==> config.mk <==
export PLATFORM = sky130hd
export DESIGN_NAME = sram_io_ctrl_burst
export DESIGN_NICKNAME = d
export VERILOG_FILES = /design/src/rtl/sram_io_ctrl_burst_pkg.sv /design/src/rtl/sram_io_shifter.sv /design/src/rtl/sram_io_ctrl_burst.sv
export SDC_FILE = /design/constraint.sdc
export NUM_CORES = 1
export LEC_CHECK = 0
export BUFFER_PORTS_ARGS = -buffer_cell sky130_fd_sc_hd__buf_4
export CAP_MARGIN = 25
export CORE_MARGIN = 8
export CORE_UTILIZATION = 35
export DETAILED_ROUTE_END_ITERATION = 12
export GPL_TIMING_DRIVEN = 0
export SETUP_SLACK_MARGIN = 0.2
export SYNTH_ARGS = -nofsm -noshare
export SYNTH_HDL_FRONTEND = slang
export SYNTH_SLANG_ARGS = --single-unit
==> constraint.sdc <==
create_clock -name CLK -period 3.5 [get_ports CLK]
set_input_delay 0.7 -clock CLK [delete_from_list [all_inputs] [get_ports CLK]]
set_output_delay 0.7 -clock CLK [all_outputs]
set_load 0.03 [all_outputs]
==> src/rtl/sram_io_ctrl_burst_pkg.sv <==
// Shared mode codes, state encoding and mode helpers for the serial SRAM bridge.
package sram_io_ctrl_burst_pkg;

  typedef enum logic [1:0] {
    CTRL_SWR = 2'b00,
    CTRL_SRD = 2'b01,
    CTRL_BWR = 2'b10,
    CTRL_BRD = 2'b11
  } ctrl_e;

  typedef enum logic [2:0] {
    ST_IDLE       = 3'd0,
    ST_SHIFT_HDR  = 3'd1,
    ST_SHIFT_DATA = 3'd2,
    ST_WRITE      = 3'd3,
    ST_READ       = 3'd4,
    ST_READ_CAP   = 3'd5,
    ST_SHIFT_OUT  = 3'd6,
    ST_DONE       = 3'd7
  } state_e;

  function automatic logic is_burst(input ctrl_e m);
    return m[1];
  endfunction

  function automatic logic is_read(input ctrl_e m);
    return m[0];
  endfunction

endpackage

==> src/rtl/sram_io_shifter.sv <==
// Serial-in / parallel-load shift register (LSB first) with a stallable bit counter.
module sram_io_shifter #(
  parameter int W  = 17,
  parameter int CW = $clog2(W + 1)
) (
  input  logic          i_clk,
  input  logic          i_rst,
  input  logic          i_clr,
  input  logic          i_shift,
  input  logic          i_si,
  input  logic          i_load,
  input  logic [W-1:0]  i_pdata,
  output logic [W-1:0]  o_next,
  output logic          o_lsb,
  output logic [CW-1:0] o_cnt
);

  logic [W-1:0]  r_sr;
  logic [CW-1:0] r_cnt;

  // Value the register takes on a shift edge; lets the parent capture the final bit in the same edge.
  assign o_next = {i_si, r_sr[W-1:1]};
  assign o_lsb  = r_sr[0];
  assign o_cnt  = r_cnt;

  always_ff @(posedge i_clk or posedge i_rst) begin
    if (i_rst) begin
      r_sr  <= '0;
      r_cnt <= '0;
    end else if (i_load) begin
      r_sr  <= i_pdata;
      r_cnt <= '0;
    end else begin
      if (i_shift)
        r_sr <= o_next;
      if (i_clr)
        r_cnt <= '0;
      else if (i_shift)
        r_cnt <= r_cnt + CW'(1);
    end
  end

endmodule

==> src/rtl/sram_io_ctrl_burst.sv <==
// Serial host to single-port SRAM bridge: single/burst write and read with serial read-back.
module sram_io_ctrl_burst
  import sram_io_ctrl_burst_pkg::*;
#(
  parameter int DATA_WIDTH = 8,
  parameter int ADDR_WIDTH = 9,
  parameter int LEN_WIDTH  = 4
) (
  input  logic                  CLK,
  input  logic                  RST,
  input  logic                  BGN,
  input  logic                  SI,
  input  logic                  LOAD_N,
  input  logic [1:0]            CTRL,
  input  logic [DATA_WIDTH-1:0] PI,
  output logic                  RDY,
  output logic                  D_WE,
  output logic                  CEN,
  output logic                  SO,
  output logic [ADDR_WIDTH-1:0] A,
  output logic [DATA_WIDTH-1:0] PO
);

  localparam int FW = ADDR_WIDTH + DATA_WIDTH;
  localparam int CW = $clog2(FW + 1);

  state_e                r_state, w_nxt;
  ctrl_e                 r_mode;
  logic [ADDR_WIDTH-1:0] r_addr, r_a;
  logic [DATA_WIDTH-1:0] r_po;
  logic [LEN_WIDTH-1:0]  r_remain;

  logic [FW-1:0]         w_sh_next;
  logic                  w_sh_lsb;
  logic [CW-1:0]         w_cnt, w_tc;
  logic                  w_shift, w_term, w_last, w_clr, w_load;
  logic [ADDR_WIDTH-1:0] w_hdr_addr, w_addr_inc;
  logic [DATA_WIDTH-1:0] w_hdr_data;

  assign w_shift    = ((r_state == ST_SHIFT_HDR || r_state == ST_SHIFT_DATA) && !LOAD_N)
                    || (r_state == ST_SHIFT_OUT);
  assign w_tc       = (r_state == ST_SHIFT_HDR) ? CW'(FW - 1) : CW'(DATA_WIDTH - 1);
  assign w_term     = w_shift && (w_cnt == w_tc);
  assign w_last     = !is_burst(r_mode) || (r_remain == '0);
  assign w_clr      = (r_state == ST_IDLE) || w_term;
  assign w_load     = (r_state == ST_READ_CAP);
  assign w_hdr_addr = w_sh_next[FW-1:DATA_WIDTH];
  assign w_hdr_data = w_sh_next[DATA_WIDTH-1:0];
  assign w_addr_inc = r_addr + ADDR_WIDTH'(1);

  sram_io_shifter #(.W(FW), .CW(CW)) u_shifter (
    .i_clk   (CLK),
    .i_rst   (RST),
    .i_clr   (w_clr),
    .i_shift (w_shift),
    .i_si    (SI),
    .i_load  (w_load),
    .i_pdata ({{ADDR_WIDTH{1'b0}}, PI}),
    .o_next  (w_sh_next),
    .o_lsb   (w_sh_lsb),
    .o_cnt   (w_cnt)
  );

  always_ff @(posedge CLK or posedge RST) begin
    if (RST) r_state <= ST_IDLE;
    else     r_state <= w_nxt;
  end

  always_comb begin
    w_nxt = r_state;
    RDY   = 1'b0;
    CEN   = 1'b0;
    D_WE  = 1'b0;
    SO    = 1'b0;
    case (r_state)
      ST_IDLE:       if (BGN) w_nxt = ST_SHIFT_HDR;
      ST_SHIFT_HDR:
        if (w_term) begin
          case (r_mode)
            CTRL_SWR: w_nxt = ST_WRITE;
            CTRL_BWR: w_nxt = ST_SHIFT_DATA;
            default:  w_nxt = ST_READ;
          endcase
        end
      ST_SHIFT_DATA: if (w_term) w_nxt = ST_WRITE;
      ST_WRITE: begin
        CEN   = 1'b1;
        D_WE  = 1'b1;
        w_nxt = w_last ? ST_DONE : ST_SHIFT_DATA;
      end
      ST_READ: begin
        CEN   = 1'b1;
        w_nxt = ST_READ_CAP;
      end
      ST_READ_CAP:   w_nxt = ST_SHIFT_OUT;
      ST_SHIFT_OUT: begin
        SO = w_sh_lsb;
        if (w_term) w_nxt = w_last ? ST_DONE : ST_READ;
      end
      ST_DONE:       RDY = 1'b1;
      default:       w_nxt = ST_IDLE;
    endcase
    if (!BGN) w_nxt = ST_IDLE;
  end

  // Datapath updates are gated by BGN so an abort never leaves a pending access behind.
  always_ff @(posedge CLK or posedge RST) begin
    if (RST) begin
      r_mode   <= CTRL_SWR;
      r_addr   <= '0;
      r_a      <= '0;
      r_po     <= '0;
      r_remain <= '0;
    end else if (BGN) begin
      case (r_state)
        ST_IDLE: r_mode <= ctrl_e'(CTRL);
        ST_SHIFT_HDR:
          if (w_term) begin
            r_addr   <= w_hdr_addr;
            r_remain <= w_hdr_data[LEN_WIDTH-1:0];
            if (r_mode != CTRL_BWR) r_a  <= w_hdr_addr;
            if (r_mode == CTRL_SWR) r_po <= w_hdr_data;
          end
        ST_SHIFT_DATA:
          if (w_term) begin
            r_po <= w_sh_next[FW-1 -: DATA_WIDTH];
            r_a  <= r_addr;
          end
        ST_WRITE:
          if (!w_last) begin
            r_addr   <= w_addr_inc;
            r_remain <= r_remain - LEN_WIDTH'(1);
          end
        ST_SHIFT_OUT:
          if (w_term && !w_last) begin
            r_addr   <= w_addr_inc;
            r_a      <= w_addr_inc;
            r_remain <= r_remain - LEN_WIDTH'(1);
          end
        default: ;
      endcase
    end
  end

  assign A  = r_a;
  assign PO = r_po;

endmodule
==> results.cfg, run 1 <==
[logic_synthesis]
synth_seq_cells = 57
synth_seq_area_share = 0.452
synthCells = 346
synthFlopType = dfrtp_1
syn-num-nets = 364
synth-warning-count = 0
syn_area_um2 = 3160
synth_cell_types = 45
synth_edf_count = 0
synth-async-reset-ratio = 1.00
synth_area_per_cell_um2 = 9.12

[sta]
period_share = 0.837
setup_violations = 0
rsz0062_at_grt = no
fin_skew_ns = 0.00815
hold_violations = 0
max_freq_ghz = 0.341
setup_tns_ns = 0
timing.hold.ws_ns = 0.458
slew_headroom = 0.401
fin_crit_ns = 2.93
tightest_slew_ns = 0.895
worst_slack_ns = 0.570
finalMaxSlewViolations = 0

[worst_setup_path]
cp_slowest_cell = nor3b_1
cp_num_buf_inv = 2
cp_cell_sequence = clkbuf_1 > nor3b_1 > mux2_4 > nor3_1 > o2111ai_1 > clkbuf_1 > nand2_1 > o21ai_0
crit_path_end_kind = flip-flop
path_depth = 8
endpoint = PO[6]
crit_fanout = 10
path_delay_family = simple AND/OR/NAND/NOR gates
max_stage_delay_ns = 0.52
ff2ff_setup_slack_ns = 0.57
worst_r2r_startpoint = r_state[1]
reg2reg_to = PO[6]
arrival_ns = 3.12
cp-startpoint = r_state[1]
cp_data_required_time_ns = 3.69
startpoint_type = flip-flop
crit_type = reg -> reg
rr_worst_depth = 8
critPathMostFrequentCell = clkbuf_1

[floorplanning]
core-area_um2 = 8720
row_count = 34
dieArea_um2 = 12300
fp.dieW_um = 111
io_pins = 36
start_util = 0.362
die_height_um = 111

[clocking]
cts.sinks = 57
cts_resized = 0
clk_pin_slew_worst_paths_ns = 0.07
cts_buffers = 9
cts_setup_buffers = 0
h-tree-depth = 3
ctsHoldBuffers = 0
cts_tree = yes
clk_latency_ns = 0.34
clockRootBuffer = clkbuf_8
clock_path_buffers = 2

[job]
cap_violations = 0

[routing]
first_pass_iters = 4
wl_per_cell_um = 15.5
drc = 0
drt-vias-per-instance = 5.25
first_iter_violations = 183
antenna_left = 0
wl_um = 7840
vias = 2658

[placement]
io_buffers = 35
place_ws_ns = 0.595
gp_congestion = 0.871
hpwl_um = 5670

[finish]
nets = 411
syn2layout_area_growth_pct = 20.9
antennaDiodeCount = 0
fin_util = 0.438
drive_above_1_share = 0.198

[power_and_ir_drop]
p_total_mw = 2.31
peakVddDrop_v = 0.000316
leakage_nw = 1.67
power.density_nw_per_um2 = 606

[global_routing]
grt_use_total = 0.131
grt_pass1_wl_um = 13400
grt_max_degree = 30
grt_pass1_vias = 2662
antenna_found_initial = 0
grt_overflow = 0

[status]
status = completed

[min_path]
hold_path.class = in -> async
==> synth_stat cells (9+ instances only) <==
cell / instances / area (um^2)
nand2_1: 64 / 240
a21oi_1: 22 / 110
dfrtp_1: 57 / 1430
inv_1: 10 / 37.5
mux2_2: 12 / 135
nor2_1: 24 / 90.1
mux2i_1: 19 / 190
xor2_1: 9 / 78.8
nand3_1: 9 / 45.0
clkbuf_1: 17 / 63.8
o21ai_0: 30 / 150
==> worst register-to-register path, delay by kind of cell, from the launching register on <==
family	cells	cell delay [ns]
buf+inv	2	0.50
compound gates	2	0.51
mux	1	0.35
flops	1	0.37
simple gates	3	1.05
==> placed cells by master (no fill, tap or decap), drive strengths merged, types with 2 or more instances in the layout <==
cell,netlist,layout
nor2b,2,2
o21ai,31,31
a31o,2,2
ha,3,3
nand3,9,9
a21oi,27,27
clkinv,0,2
nand4,4,4
a31oi,3,3
inv,10,10
nand2,64,64
nand2b,6,6
nor3,5,5
clkbuf,17,26
bufinv,0,3
a21boi,2,2
xor2,9,9
nand4b,2,2
dfrtp,57,57
mux2i,19,19
nor2,24,24
clkinvlp,0,2
o22ai,4,4
and3,6,6
nor3b,4,4
xnor2,5,5
buf,3,39
mux2,13,13
==> routing by layer <==
metal  wire [um]  up-vias  share of wire  global-route usage
met4         125        0          0.016              0.0577
met1        3820     1282           0.49               0.171
li1            -     1300              -                   -
met5           0        -              0                   0
met3         307       12          0.039              0.0287
met2        3590       64           0.46               0.200
==> kinds of logic (layout without fill, tap and decap cells) <==
group / after synthesis / count (layout) / synth area share
xor gates and xnor gates: 14 / 14 / 0.0389
muxes: 32 / 32 / 0.108
and+or+nand+nor: 129 / 129 / 0.186
AOI/OAI and AO/OA: 81 / 81 / 0.162
buffers and inverters: 30 / 82 / 0.0408
DFF: 57 / 57 / 0.452
adders and majority gates: 3 / 3 / 0.0119
==> layout make-up <==
type                            instances  area (um^2)
Buffer                                 20         91.3
Clock buffer                            9          124
Clock inverter                          7          119
Fill cell                             849         4900
Inverter                               10         37.5
Multi-Input combinational cell        259         1600
Sequential cell                        57         1430
Tap cell                              108          135
Timing Repair Buffer                   36          283
==> how the worst min path moves through the flow <==
stage          slack, ns       from           endpoint
3_5_place_dp        0.48      PO[7]              PO[7]
2_1_floorplan       0.50  r_addr[4]          r_addr[4]
3_3_place_gp        0.47      PO[7]              PO[7]
4_1_cts             0.48        RST  u_shifter.r_sr[4]
6_report            0.46        RST         r_state[1]
5_1_grt             0.51        RST  u_shifter.r_sr[4]
==> registers in the layout, summed over array words and instances, names as in the netlist <==
| signal | count |
|---|---|
| r_addr | 9 |
| r_remain | 4 |
| r_state | 3 |
| A | 9 |
| PO | 8 |
| r_mode | 2 |
| u_shifter.o_cnt | 5 |
| u_shifter.r_sr | 17 |
==> per-stage QoR <==
| step | instance area [um^2] | std cells |
|---|---|---|
| finish | 3820 | 506 |
| CTS | 3820 | 506 |
| global route | 3820 | 506 |
| global placement | 3550 | 489 |
| detailed placement | 3570 | 490 |
| floorplan | 3160 | 346 |
==> where the power goes <==
part / total, mW / switching (mW) / internal (mW)
clock network: 0.758 / 0.286 / 0.472
registers: 1.02 / 0.195 / 0.823
logic: 0.536 / 0.284 / 0.252
total: 2.31 / 0.765 / 1.55
Power figures use the tool's default switching activity.
==> run 2: changes to the inputs <==
==> constraint.sdc (replaced) <==
create_clock -name CLK -period 3.1 [get_ports CLK]
set_input_delay 0.62 -clock CLK [delete_from_list [all_inputs] [get_ports CLK]]
set_output_delay 0.62 -clock CLK [all_outputs]
set_load 0.03 [all_outputs]
==> run 2 against run 1 <==
Flip-flop and latch count unchanged. First-iteration DRC count increased by 1.1%. Sequential share of layout area decreased by 0.38 points. Final area increased by 1.0%. Die area unchanged. Highest routed layer unchanged.
==> results.cfg, run 2 (synthesized netlist as in run 1, its figures left out) <==
[status]
status = completed

[power_and_ir_drop]
power.density_nw_per_um2 = 680
p_total_mw = 2.62
leakage_nw = 1.69
peakVddDrop_v = 0.000357

[clocking]
cts.sinks = 57
clockRootBuffer = clkbuf_8
ctsHoldBuffers = 0
cts_buffers = 9
clk_pin_slew_worst_paths_ns = 0.07
h-tree-depth = 3
clk_latency_ns = 0.34
clock_path_buffers = 2
cts_tree = yes

[sta]
hold_violations = 0
worst_slack_ns = 0.338
setup_tns_ns = 0
fin_crit_ns = 2.76
slew_headroom = 0.411
period_share = 0.891
tightest_slew_ns = 0.880
setup_violations = 0
rsz0062_at_grt = no
finalMaxSlewViolations = 0
fin_skew_ns = 0.00725
max_freq_ghz = 0.362
timing.hold.ws_ns = 0.376

[finish]
fin_util = 0.442
fillers = 842
multi_input_area_um2 = 1620
final_common_cell = nand2_1
seq_area_um2 = 1430
antennaDiodeCount = 0
regMostFlops = u_shifter.r_sr
syn2layout_area_growth_pct = 22.2
nets = 412
layout_common_cells = nand2_1, dfrtp_1, buf_4
drive_above_1_share = 0.213
largest_reg_flops = 17

[routing]
wl_um = 7940
drc = 0
vias = 2652
first_iter_violations = 185
first_pass_iters = 5
drt-vias-per-instance = 5.23
antenna_left = 0
wl_per_cell_um = 15.7

[min_path]
hold_path.class = in -> async

[floorplanning]
core-area_um2 = 8720
start_util = 0.362
dieArea_um2 = 12300
row_count = 34
die_height_um = 111
fp.dieW_um = 111
io_pins = 36

[worst_setup_path]
crit_fanout = 7
startpoint_type = flip-flop
cp_data_required_time_ns = 3.33
crit_path_end_kind = flip-flop
crit_type = reg -> reg
arrival_ns = 2.99

[placement]
io_buffers = 35
gp_congestion = 0.871
place_ws_ns = 0.195
hpwl_um = 5670

[global_routing]
grt_overflow = 0
grt_use_total = 0.131
grt_pass1_wl_um = 13400
grt_max_degree = 30
grt_pass1_vias = 2655
antenna_found_initial = 0

[job]
cap_violations = 0
==> run 2: cell count changes in the layout (fill, tap and decap cells not counted) <==
| cell | delta |
|---|---|
| o2111ai_1 | -1 |
| nor3_1 | -1 |
| clkbuf_1 | -2 |
| nor3_2 | +1 |
| nor3b_2 | +1 |
| o2111ai_2 | +1 |
| buf_12 | +1 |
| clkbuf_2 | +2 |
| nor3b_1 | -1 |
==> run 2: metal layers <==
metal | GRT usage | vias up | routed length [um]
li1 | - | 1303 | -
met1 | 0.171 | 1269 | 3880
met2 | 0.202 | 64 | 3590
met3 | 0.0287 | 16 | 306
met4 | 0.0550 | 0 | 167
met5 | 0 | - | 0
==> run 2: critical path, cell delays in order, from the launching register on <==
cell     delay [ns]
dfrtp_1        0.44
or4b_1         0.57
mux2_4         0.29
or4_4          0.55
o32ai_4        0.32
buf_12         0.17
mux2_2         0.32
==> run 2: final cells by class <==
class,instances,share of cell area
inverter,10,0.00974
tap,108,0.0351
sequential,57,0.370
buffer,20,0.0243
timing repair buffer,37,0.0785
multi-input combinational,259,0.419
clock inverter,7,0.0308
clock buffer,9,0.0321
==> run 2: final timing paths <==
| kind | depth (start not counted) | end | slack (ns) | startpoint |
|---|---|---|---|---|
| max | 6 | r_addr[7] | 0.34 | u_shifter.o_cnt[0] |
| min | 2 | r_state[1] | 0.38 | RST |
| max reg2reg | 6 | r_addr[7] | 0.34 | u_shifter.o_cnt[0] |
| min reg2reg | 2 | PO[7] | 0.48 | PO[7] |
| max in group asynchronous | 3 | u_shifter.r_sr[1] | 2.12 | RST |
| min in group CLK | 3 | u_shifter.r_sr[2] | 0.48 | PI[2] |
==> run 2: timing repair <==
item,in CTS,in global routing
endpoints found under the setup margin,6,23
setup buffers,0,1
pin swaps,0,1
gates resized for setup,1,6
==> run 2: power by group <==
part | switching (mW) | total, mW | internal [mW]
Combinational | 0.323 | 0.613 | 0.290
Sequential | 0.222 | 1.15 | 0.929
Clock | 0.323 | 0.856 | 0.533
Total | 0.868 | 2.62 | 1.75
==> run 2: through the flow <==
stage / area (um^2) / instances
after floorplan: 3160 / 346
after global placement: 3550 / 489
after detailed placement: 3570 / 490
after CTS: 3820 / 506
after global routing: 3850 / 507
final: 3850 / 507
